**src/rtl/aer_pkg.sv**
```systemverilog
// Shared sizing constants and FSM state encoding for the AER spike arbiter.
package aer_pkg;
  localparam int N_NEURONS = 16;
  localparam int ADDR_W    = 4;
  localparam int TS_W      = 16;

  typedef enum logic {
    IDLE = 1'b0,
    SEND = 1'b1
  } state_t;
endpackage

```
**src/rtl/aer_spike_arbiter_if.sv**
```systemverilog
// Address-event output stream: valid/ready handshake carrying neuron index and timestamp.
interface aer_spike_arbiter_if #(
  parameter int ADDR_W = aer_pkg::ADDR_W,
  parameter int TS_W   = aer_pkg::TS_W
) ();
  logic              event_valid;
  logic              event_ready;
  logic [ADDR_W-1:0] event_addr;
  logic [TS_W-1:0]   event_ts;

  modport master (output event_valid, output event_addr, output event_ts, input event_ready);
  modport slave  (input event_valid, input event_addr, input event_ts, output event_ready);
endinterface

```
**src/rtl/rr_priority_select.sv**
```systemverilog
// Combinational round-robin search: first set pending bit strictly after last_grant, wrapping.
module rr_priority_select #(
  parameter int N_NEURONS = aer_pkg::N_NEURONS,
  parameter int ADDR_W    = aer_pkg::ADDR_W
) (
  input  logic [N_NEURONS-1:0] pending,
  input  logic [ADDR_W-1:0]    last_grant,
  output logic [ADDR_W-1:0]    winner,
  output logic                 any
);
  logic [ADDR_W-1:0] idx;

  always_comb begin
    winner = '0;
    any    = 1'b0;
    idx    = '0;
    for (int k = 1; k <= N_NEURONS; k++) begin
      idx = ADDR_W'((int'(last_grant) + k) % N_NEURONS);
      if (!any && pending[idx]) begin
        winner = idx;
        any    = 1'b1;
      end
    end
  end
endmodule

```
**src/rtl/aer_spike_arbiter.sv**
```systemverilog
// Captures one-cycle spike pulses into pending bits and serialises them as round-robin
// address events with a grant-time timestamp; one-cycle ack returned after each handshake.
module aer_spike_arbiter #(
  parameter int N_NEURONS = aer_pkg::N_NEURONS,
  parameter int ADDR_W    = aer_pkg::ADDR_W,
  parameter int TS_W      = aer_pkg::TS_W
) (
  input  logic                   clk,
  input  logic                   rst_n,
  input  logic                   enable,
  input  logic [N_NEURONS-1:0]   spikes_in,
  aer_spike_arbiter_if.master    ev,
  output logic [N_NEURONS-1:0]   acks_out,
  output logic [7:0]             overflow_cnt
);
  import aer_pkg::*;

  state_t                 state, state_nx;
  logic [N_NEURONS-1:0]   pending, clear, lost;
  logic [ADDR_W-1:0]      last_grant, winner, addr_q;
  logic [TS_W-1:0]        ts_counter, ts_q;
  logic                   any, grant, hs;
  logic [ADDR_W:0]        n_lost;
  logic [8:0]             ov_sum;

  rr_priority_select #(.N_NEURONS(N_NEURONS), .ADDR_W(ADDR_W)) u_rr (
    .pending    (pending),
    .last_grant (last_grant),
    .winner     (winner),
    .any        (any)
  );

  always_ff @(posedge clk) begin
    if (!rst_n) state <= IDLE;
    else        state <= state_nx;
  end

  always_comb begin
    state_nx = state;
    grant    = 1'b0;
    hs       = 1'b0;
    case (state)
      IDLE: if (enable && any) begin
        grant    = 1'b1;
        state_nx = SEND;
      end
      SEND: if (ev.event_ready) begin
        hs       = 1'b1;
        state_nx = IDLE;
      end
      default: state_nx = IDLE;
    endcase
  end

  // A re-spike on the bit being served this edge simply re-arms it rather than counting as lost.
  always_comb begin
    clear  = hs ? (N_NEURONS'(1) << addr_q) : '0;
    lost   = spikes_in & pending & ~clear;
    n_lost = '0;
    for (int i = 0; i < N_NEURONS; i++) n_lost = n_lost + (ADDR_W+1)'(lost[i]);
    ov_sum = {1'b0, overflow_cnt} + 9'(n_lost);
  end

  always_ff @(posedge clk) begin
    if (!rst_n) begin
      pending      <= '0;
      overflow_cnt <= '0;
      ts_counter   <= '0;
      addr_q       <= '0;
      ts_q         <= '0;
      acks_out     <= '0;
      last_grant   <= ADDR_W'(N_NEURONS - 1);
    end else begin
      pending      <= (pending & ~clear) | spikes_in;
      overflow_cnt <= (ov_sum > 9'd255) ? 8'hFF : ov_sum[7:0];
      ts_counter   <= ts_counter + TS_W'(1);
      acks_out     <= clear;
      if (grant) begin
        addr_q <= winner;
        ts_q   <= ts_counter;
      end
      if (hs) last_grant <= addr_q;
    end
  end

  assign ev.event_valid = (state == SEND);
  assign ev.event_addr  = addr_q;
  assign ev.event_ts    = ts_q;
endmodule

```
**src/flat_wrapper.sv**
```systemverilog
// flat-port wrapper written by rule: the top's interface ports become plain ports
module aer_spike_arbiter_flat import aer_pkg::*;
#(
  parameter int N_NEURONS = aer_pkg::N_NEURONS,
  parameter int ADDR_W    = aer_pkg::ADDR_W,
  parameter int TS_W      = aer_pkg::TS_W
)
  (clk, rst_n, enable, spikes_in, acks_out, overflow_cnt, ev_event_valid, ev_event_addr, ev_event_ts, ev_event_ready);
  aer_spike_arbiter_if #(.ADDR_W(ADDR_W), .TS_W(TS_W)) ev_i ();
  input  logic clk;
  input  logic rst_n;
  input  logic enable;
  input  logic [N_NEURONS-1:0] spikes_in;
  output logic [N_NEURONS-1:0] acks_out;
  output logic [7:0] overflow_cnt;
  output wire logic [$bits(ev_i.event_valid)-1:0] ev_event_valid;
  output wire logic [$bits(ev_i.event_addr)-1:0] ev_event_addr;
  output wire logic [$bits(ev_i.event_ts)-1:0] ev_event_ts;
  input wire logic [$bits(ev_i.event_ready)-1:0] ev_event_ready;
  assign ev_event_valid = ev_i.event_valid;
  assign ev_event_addr = ev_i.event_addr;
  assign ev_event_ts = ev_i.event_ts;
  assign ev_i.event_ready = ev_event_ready;
  aer_spike_arbiter #(.N_NEURONS(N_NEURONS), .ADDR_W(ADDR_W), .TS_W(TS_W)) u_core (.clk(clk), .rst_n(rst_n), .enable(enable), .spikes_in(spikes_in), .ev(ev_i), .acks_out(acks_out), .overflow_cnt(overflow_cnt));
endmodule
```
**config.mk**
```make
export PLATFORM = sky130hd
export DESIGN_NAME = aer_spike_arbiter_flat
export DESIGN_NICKNAME = d
export VERILOG_FILES = /design/src/rtl/aer_pkg.sv /design/src/rtl/aer_spike_arbiter_if.sv /design/src/rtl/rr_priority_select.sv /design/src/rtl/aer_spike_arbiter.sv /design/src/flat_wrapper.sv
export SDC_FILE = /design/constraint.sdc
export NUM_CORES = 1
export LEC_CHECK = 0
export ABC_CLOCK_PERIOD_IN_PS = 16500
export CAP_MARGIN = 15
export CORE_MARGIN = 2
export CORE_UTILIZATION = 60
export DETAILED_ROUTE_END_ITERATION = 7
export PLACE_DENSITY = 0.84
export SETUP_SLACK_MARGIN = 0.1
export SKIP_CTS_REPAIR_TIMING = 1
export SLEW_MARGIN = 20
export SYNTH_ARGS = -nofsm -noshare
export SYNTH_HDL_FRONTEND = slang
export SYNTH_SLANG_ARGS = --single-unit
```
**constraint.sdc**
```tcl
create_clock -name clk -period 16.5 [get_ports clk]
set_clock_uncertainty 0.2 [all_clocks]
set_input_delay 3.3 -clock clk [delete_from_list [all_inputs] [get_ports clk]]
set_output_delay 3.3 -clock clk [all_outputs]
set_load 0.1 [all_outputs]
```
Word-level counts from Yosys, hierarchy flattened
Cells that the tools add are included.
{"block": "totals", "wordCells": 168, "inputBits": 20, "output_inout_bits": 45, "regBits": 81}
{"block": "classes", "addsub": 33, "shift": 1, "mux": 72, "bitwise": 6, "order_cmp": 17, "n_reduce_logical": 31}
{"op": "$lt 4x5->1 const B", "count": 16}
{"op": "$add 5x1->5", "count": 14}
{"op": "$bmux 1 s4", "count": 16}
{"op": "$mux 4", "count": 16}
{"op": "$and 16x16->16", "count": 3}
{"op": "$mux 1", "count": 37}
{"op": "$add 4x4->4 const B", "count": 8}
{"op": "$add 16x1->16 const B", "count": 1}
{"op": "$add 4x3->4 const B", "count": 4}
{"op": "$logic_and 1x1->1", "count": 16}
{"op": "$mux 16", "count": 1}
{"op": "$not 16->16", "count": 1}
{"op": "$or 16x16->16", "count": 1}
{"op": "$shl 1x4->16 const A", "count": 1}
{"op": "$logic_not 1->1", "count": 15}
{"op": "$add 8x5->9", "count": 1}
{"op": "$gt 9x8->1 const B", "count": 1}
{"op": "$add 4x1->4 const B", "count": 2}
{"op": "$add 4x2->4 const B", "count": 2}
{"op": "$mux 8", "count": 1}
{"op": "$add 1x1->2", "count": 1}
{"op": "$pmux 1 s2", "count": 1}
{"op": "$not 1->1", "count": 1}

Depth between registers and ports, before layout
{"block": "logic_depth", "ltp_word": 52, "depth_mapped": 25}

By module
Synthesis repeated with hierarchy kept, for this count alone.
{"block": "unflattened", "hier_cells": 691, "hier_area_um2": 5999.5}
{"mod": "aer_spike_arbiter", "n_inst": 1, "cells_each": 397, "area_per_inst_um2": 3468.3, "seq_area_each_um2": 1621.6}
{"mod": "rr_priority_select", "n_inst": 1, "cells_each": 294, "area_per_inst_um2": 2531.2, "seq_area_each_um2": 0.0}

Worst setup path after synthesis
Ideal clock, no wire load.
{"block": "synth_timing", "kind": "input -> register", "from": "input ev_event_ready", "to": "register u_core.overflow_cnt[1]", "stages": 24, "path_slack_ns": 7.414, "n_path_buf": 1, "setup_ns": 0.139, "arrival_time_ns": 8.747, "t_required_ns": 16.161, "path_cell_list": "and2_1 -> clkbuf_1 -> nand2_1 -> o21a_1 -> and2_1 -> ha_1 -> inv_1 -> fa_1 -> fa_1 -> fa_1 -> inv_1 -> fa_1 -> fa_1 -> inv_1 -> fa_1 -> xnor2_1 -> ha_1 -> nor2b_1 -> a221oi_1 -> nor2b_1 -> o21ai_0 -> nor2_1 -> inv_1 -> a21oi_1"}
{"block": "synth_between", "elab_chain_len": 23}
{"element": "from (decl)", "line_no": "flat_wrapper.sv:19", "rtl": "input wire logic [$bits(ev_i.event_ready)-1:0] ev_event_ready;"}
{"element": "$mux 1 (*)", "line_no": "aer_spike_arbiter.sv:47", "rtl": "SEND: if (ev.event_ready) begin"}
{"element": "$mux 1 (*)", "line_no": "aer_spike_arbiter.sv:42", "rtl": "case (state)"}
{"element": "$mux 16 (*)", "line_no": "aer_spike_arbiter.sv:57", "rtl": "clear = hs ? (N_NEURONS'(1) << addr_q) : '0;"}
{"element": "$not 16->16 (*)", "line_no": "aer_spike_arbiter.sv:58", "rtl": "lost = spikes_in & pending & ~clear;"}
{"element": "$and 16x16->16 (*)", "line_no": "aer_spike_arbiter.sv:58"}
{"element": "$add 1x1->2", "line_no": "aer_spike_arbiter.sv:60", "rtl": "for (int i = 0; i < N_NEURONS; i++) n_lost = n_lost + (ADDR_W+1)'(lost[i]);"}
{"element": "$add 5x1->5 (13 in a row)", "line_no": "aer_spike_arbiter.sv:60"}
{"element": "$add 5x1->5 (*)", "line_no": "aer_spike_arbiter.sv:60"}
{"element": "$add 8x5->9 (*)", "line_no": "aer_spike_arbiter.sv:61", "rtl": "ov_sum = {1'b0, overflow_cnt} + 9'(n_lost);"}
{"element": "$gt 9x8->1", "line_no": "aer_spike_arbiter.sv:75", "rtl": "overflow_cnt <= (ov_sum > 9'd255) ? 8'hFF : ov_sum[7:0];"}
{"element": "$mux 8 (*)", "line_no": "aer_spike_arbiter.sv:75"}
{"element": "to (signal assigned)", "line_no": "aer_spike_arbiter.sv:75"}
{"element": "to (decl)", "line_no": "aer_spike_arbiter.sv:14", "rtl": "output logic [7:0] overflow_cnt"}
Mark *: on every way between the ends. The rest lies on a longest branch, timed or not.
A chain may end at the register's enable or synchronous reset.

Worst setup path in the final report
{"block": "layout_timing", "from": "input ev_event_ready", "to": "register u_core.overflow_cnt[4]"}
The elaborated chain is that of the path after synthesis.

==> impl_results.md <==
- Outcome: complete, no violations
- Slew Limit Fails: 0
- Final period utilization: 58.5%
- Vias per inst: 6.19
- Max clock buf depth: 2
- Worst skew pair latency: 340 ps
- Hold_sp: u_core.ev.event_ts[13]
- Top FF cell, synth: dfxtp_1
- Max_slew headroom: 21.9%
- Crit path kind: primary input to register
- Synth Area in Compound Gates: 16.5%
- Core ar.: 9280 µm²
- Endpoints failing setup: 0
- H-tree depth: 3
- Post-synth EDFFs: 0
- TritonCTS sink count: 81
- Hold EP: u_core.ev.event_ts[13]
- Syn Inst Count: 626
- Area Overhead vs Synth: 13.9%
- Worst-margin pin slew: 1140 ps
- R2R Path Start: u_core.ev.event_valid
- WL per Instance: 18.7 µm
- Detail Placement HPWL: 11400 µm
- I/O Pins: 65
- Die Area: 10500 µm²
- Unrepaired setup endpoints after global routing: no
- Clock root buffer: clkbuf_8
- Final Hold Fails: 0
- GR Util All Layers: 30.8%
- Via count: 5009
- R2R Setup Slk: 9850 ps
- Yosys warning count: 0
- WP data required: 16500 ps
- Total CTS buffers: 9
- Share of post-route cells with drive strength above 1: 15.6%
- Clock Pin Slew Worst Setup and Hold Paths: 90 ps
- Mean Syn Cell Area: 9.25 µm²
- Detail Route Antenna Nets: 0
- Critical Path AT: 9660 ps
- Multiplexer area fraction after synthesis: 18.3%
- Initial drt markers: 347
- Die height: 102 µm
- Adder-cell share of the synthesized area: 7.91%
- Initial antenna violation count: 0
- CTS tree: built
- DIE WIDTH: 102 µm
- Max-cap viol count: 0
- Most common cell after layout, fill and taps aside: nor2_1
- Largest net degree at the start of global routing: 60
- Simple-Gate Fraction of Synth Area: 20.0%
- VDD IR-drop max: 0.101 mV
- XOR/XNOR Fraction of Synth Area: 3.78%
- Netlist Area Pre-Place: 5790 µm²
- R2r endpoint: u_core.overflow_cnt[4]
- Pwr Density: 101 nW/µm²
- Minimum clock period: 9660 ps
- Final #Nets: 725
- Commonest cells after routing, fill and taps aside: nor2_1, dfxtp_1, clkdlybuf4s50_1
- Syn Nets: 676
- Async SR Flop Fraction: 0%
- Ant diodes: 0
- TNS Setup: 0 ps
- Min-delay worst type: register to register
- Pwr Total: 0.667 mW
- DR pass1 iterations: 5
- F_max: 0.104 GHz
- Static Leak: 2.47 nW
- Row cnt: 35
- Hold depth: 2
- First-pass GRT wire length: 25100 µm
- R2R depth: 23
- Sequential share of the synthesized area: 28.0%
- Initial Util: 62.4%
- Vias in the first global route: 4947
- Startpoint types: primary input
- Netlist cell types: 75
- WL final: 15100 µm
- CP max FO: 10
- Overflow after GRT: 0
- Critical path endpoint category: register
- Largest family of logic cells by synthesized area: simple AND/OR/NAND/NOR gates
- DRC Markers: 0
- I/O Buffers: 64
- Gpl congestion: 0.926
- #FFs+latches synth: 81
==> worst max path at each step <==
| stage | from | end |
|---|---|---|
| floorplan | ev_event_ready | u_core.overflow_cnt[1] |
| global placement | ev_event_ready | u_core.overflow_cnt[1] |
| detailed placement | ev_event_ready | u_core.overflow_cnt[2] |
| CTS | ev_event_ready | u_core.overflow_cnt[2] |
| global route | ev_event_ready | u_core.overflow_cnt[2] |
| finish | ev_event_ready | u_core.overflow_cnt[4] |
==> stage by stage <==
stage               utilization [%]  hold WS [ps]  instance area, µm²  worst slack, ps  instances
floorplan                         -           230                5790             7410        626
global placement               68.9           247                6400             6710        793
detailed placement             68.9           249                6400             6480        793
CTS                            71.0           268                6590             6850        809
global route                   71.1           280                6600             6420        809
finish                         71.1           266                6600             6840        809
==> worst max-delay path: stages <==
cell	delay, ps
clkdlybuf4s50_1	520
and2_1	340
nand2_1	170
o21a_1	210
and2_1	150
ha_1	270
inv_1	50
fa_1	570
fa_1	450
fa_1	550
inv_1	60
fa_1	560
fa_1	210
inv_1	60
fa_1	410
xnor2_1	190
ha_1	290
nor2b_1	140
a221oi_1	350
nor2b_1	90
o21ai_0	380
nor2_1	140
inv_1	130
a21oi_1	70
==> sequential cells by signal (all words and copies together) (netlist names) <==
signal,flops
u_core.acks_out,16
u_core.ev.event_ts,16
u_core.pending,16
u_core.ts_counter,16
u_core.overflow_cnt,8
u_core.ev.event_addr,4
u_core.last_grant,4
u_core.ev.event_valid,1
==> kinds of logic after synthesis <==
kind of cell    Yosys count
compound gates          132
mux                      67
fa+ha+maj                30
buf+inv                  56
simple gates            235
flops                    81
xor+xnor                 25
==> Yosys cell counts, types with 17 or more instances <==
| library cell | count | area share (%) |
|---|---|---|
| a21oi_1 | 26 | 2.2 |
| dfxtp_1 | 81 | 28 |
| ha_1 | 19 | 4.1 |
| inv_1 | 23 | 1.5 |
| mux2i_1 | 22 | 3.8 |
| mux4_2 | 22 | 8.6 |
| nand2_1 | 51 | 3.3 |
| nand3_1 | 18 | 1.6 |
| nor2_1 | 90 | 5.8 |
| o21a_1 | 17 | 2.2 |
| o21ai_0 | 18 | 1.6 |
==> routing by layer <==
metal	global-route usage [%]	up-vias	share of wire, %
met5	0	-	0
met4	13.3	0	3.6
met3	4.65	45	6.6
met2	50.9	215	49
met1	40.5	2402	40
li1	-	2347	-
==> report_power, final <==
| part | internal, mW | switching [mW] | total (mW) |
|---|---|---|---|
| registers | 0.206 | 0.0161 | 0.222 |
| logic | 0.116 | 0.194 | 0.310 |
| clock network | 0.0605 | 0.0741 | 0.135 |
| total | 0.382 | 0.285 | 0.667 |
==> cell type report <==
cell class,instances,area (µm²)
repair buffers,67,663
flip-flops and latches,81,1620
inverters,27,105
well taps,129,161
multi-input cells,489,3860
fillers,703,2690
clock buffers,10,138
clock inverters,6,51.3
Note: power is estimated with default switching activity, not from simulation.
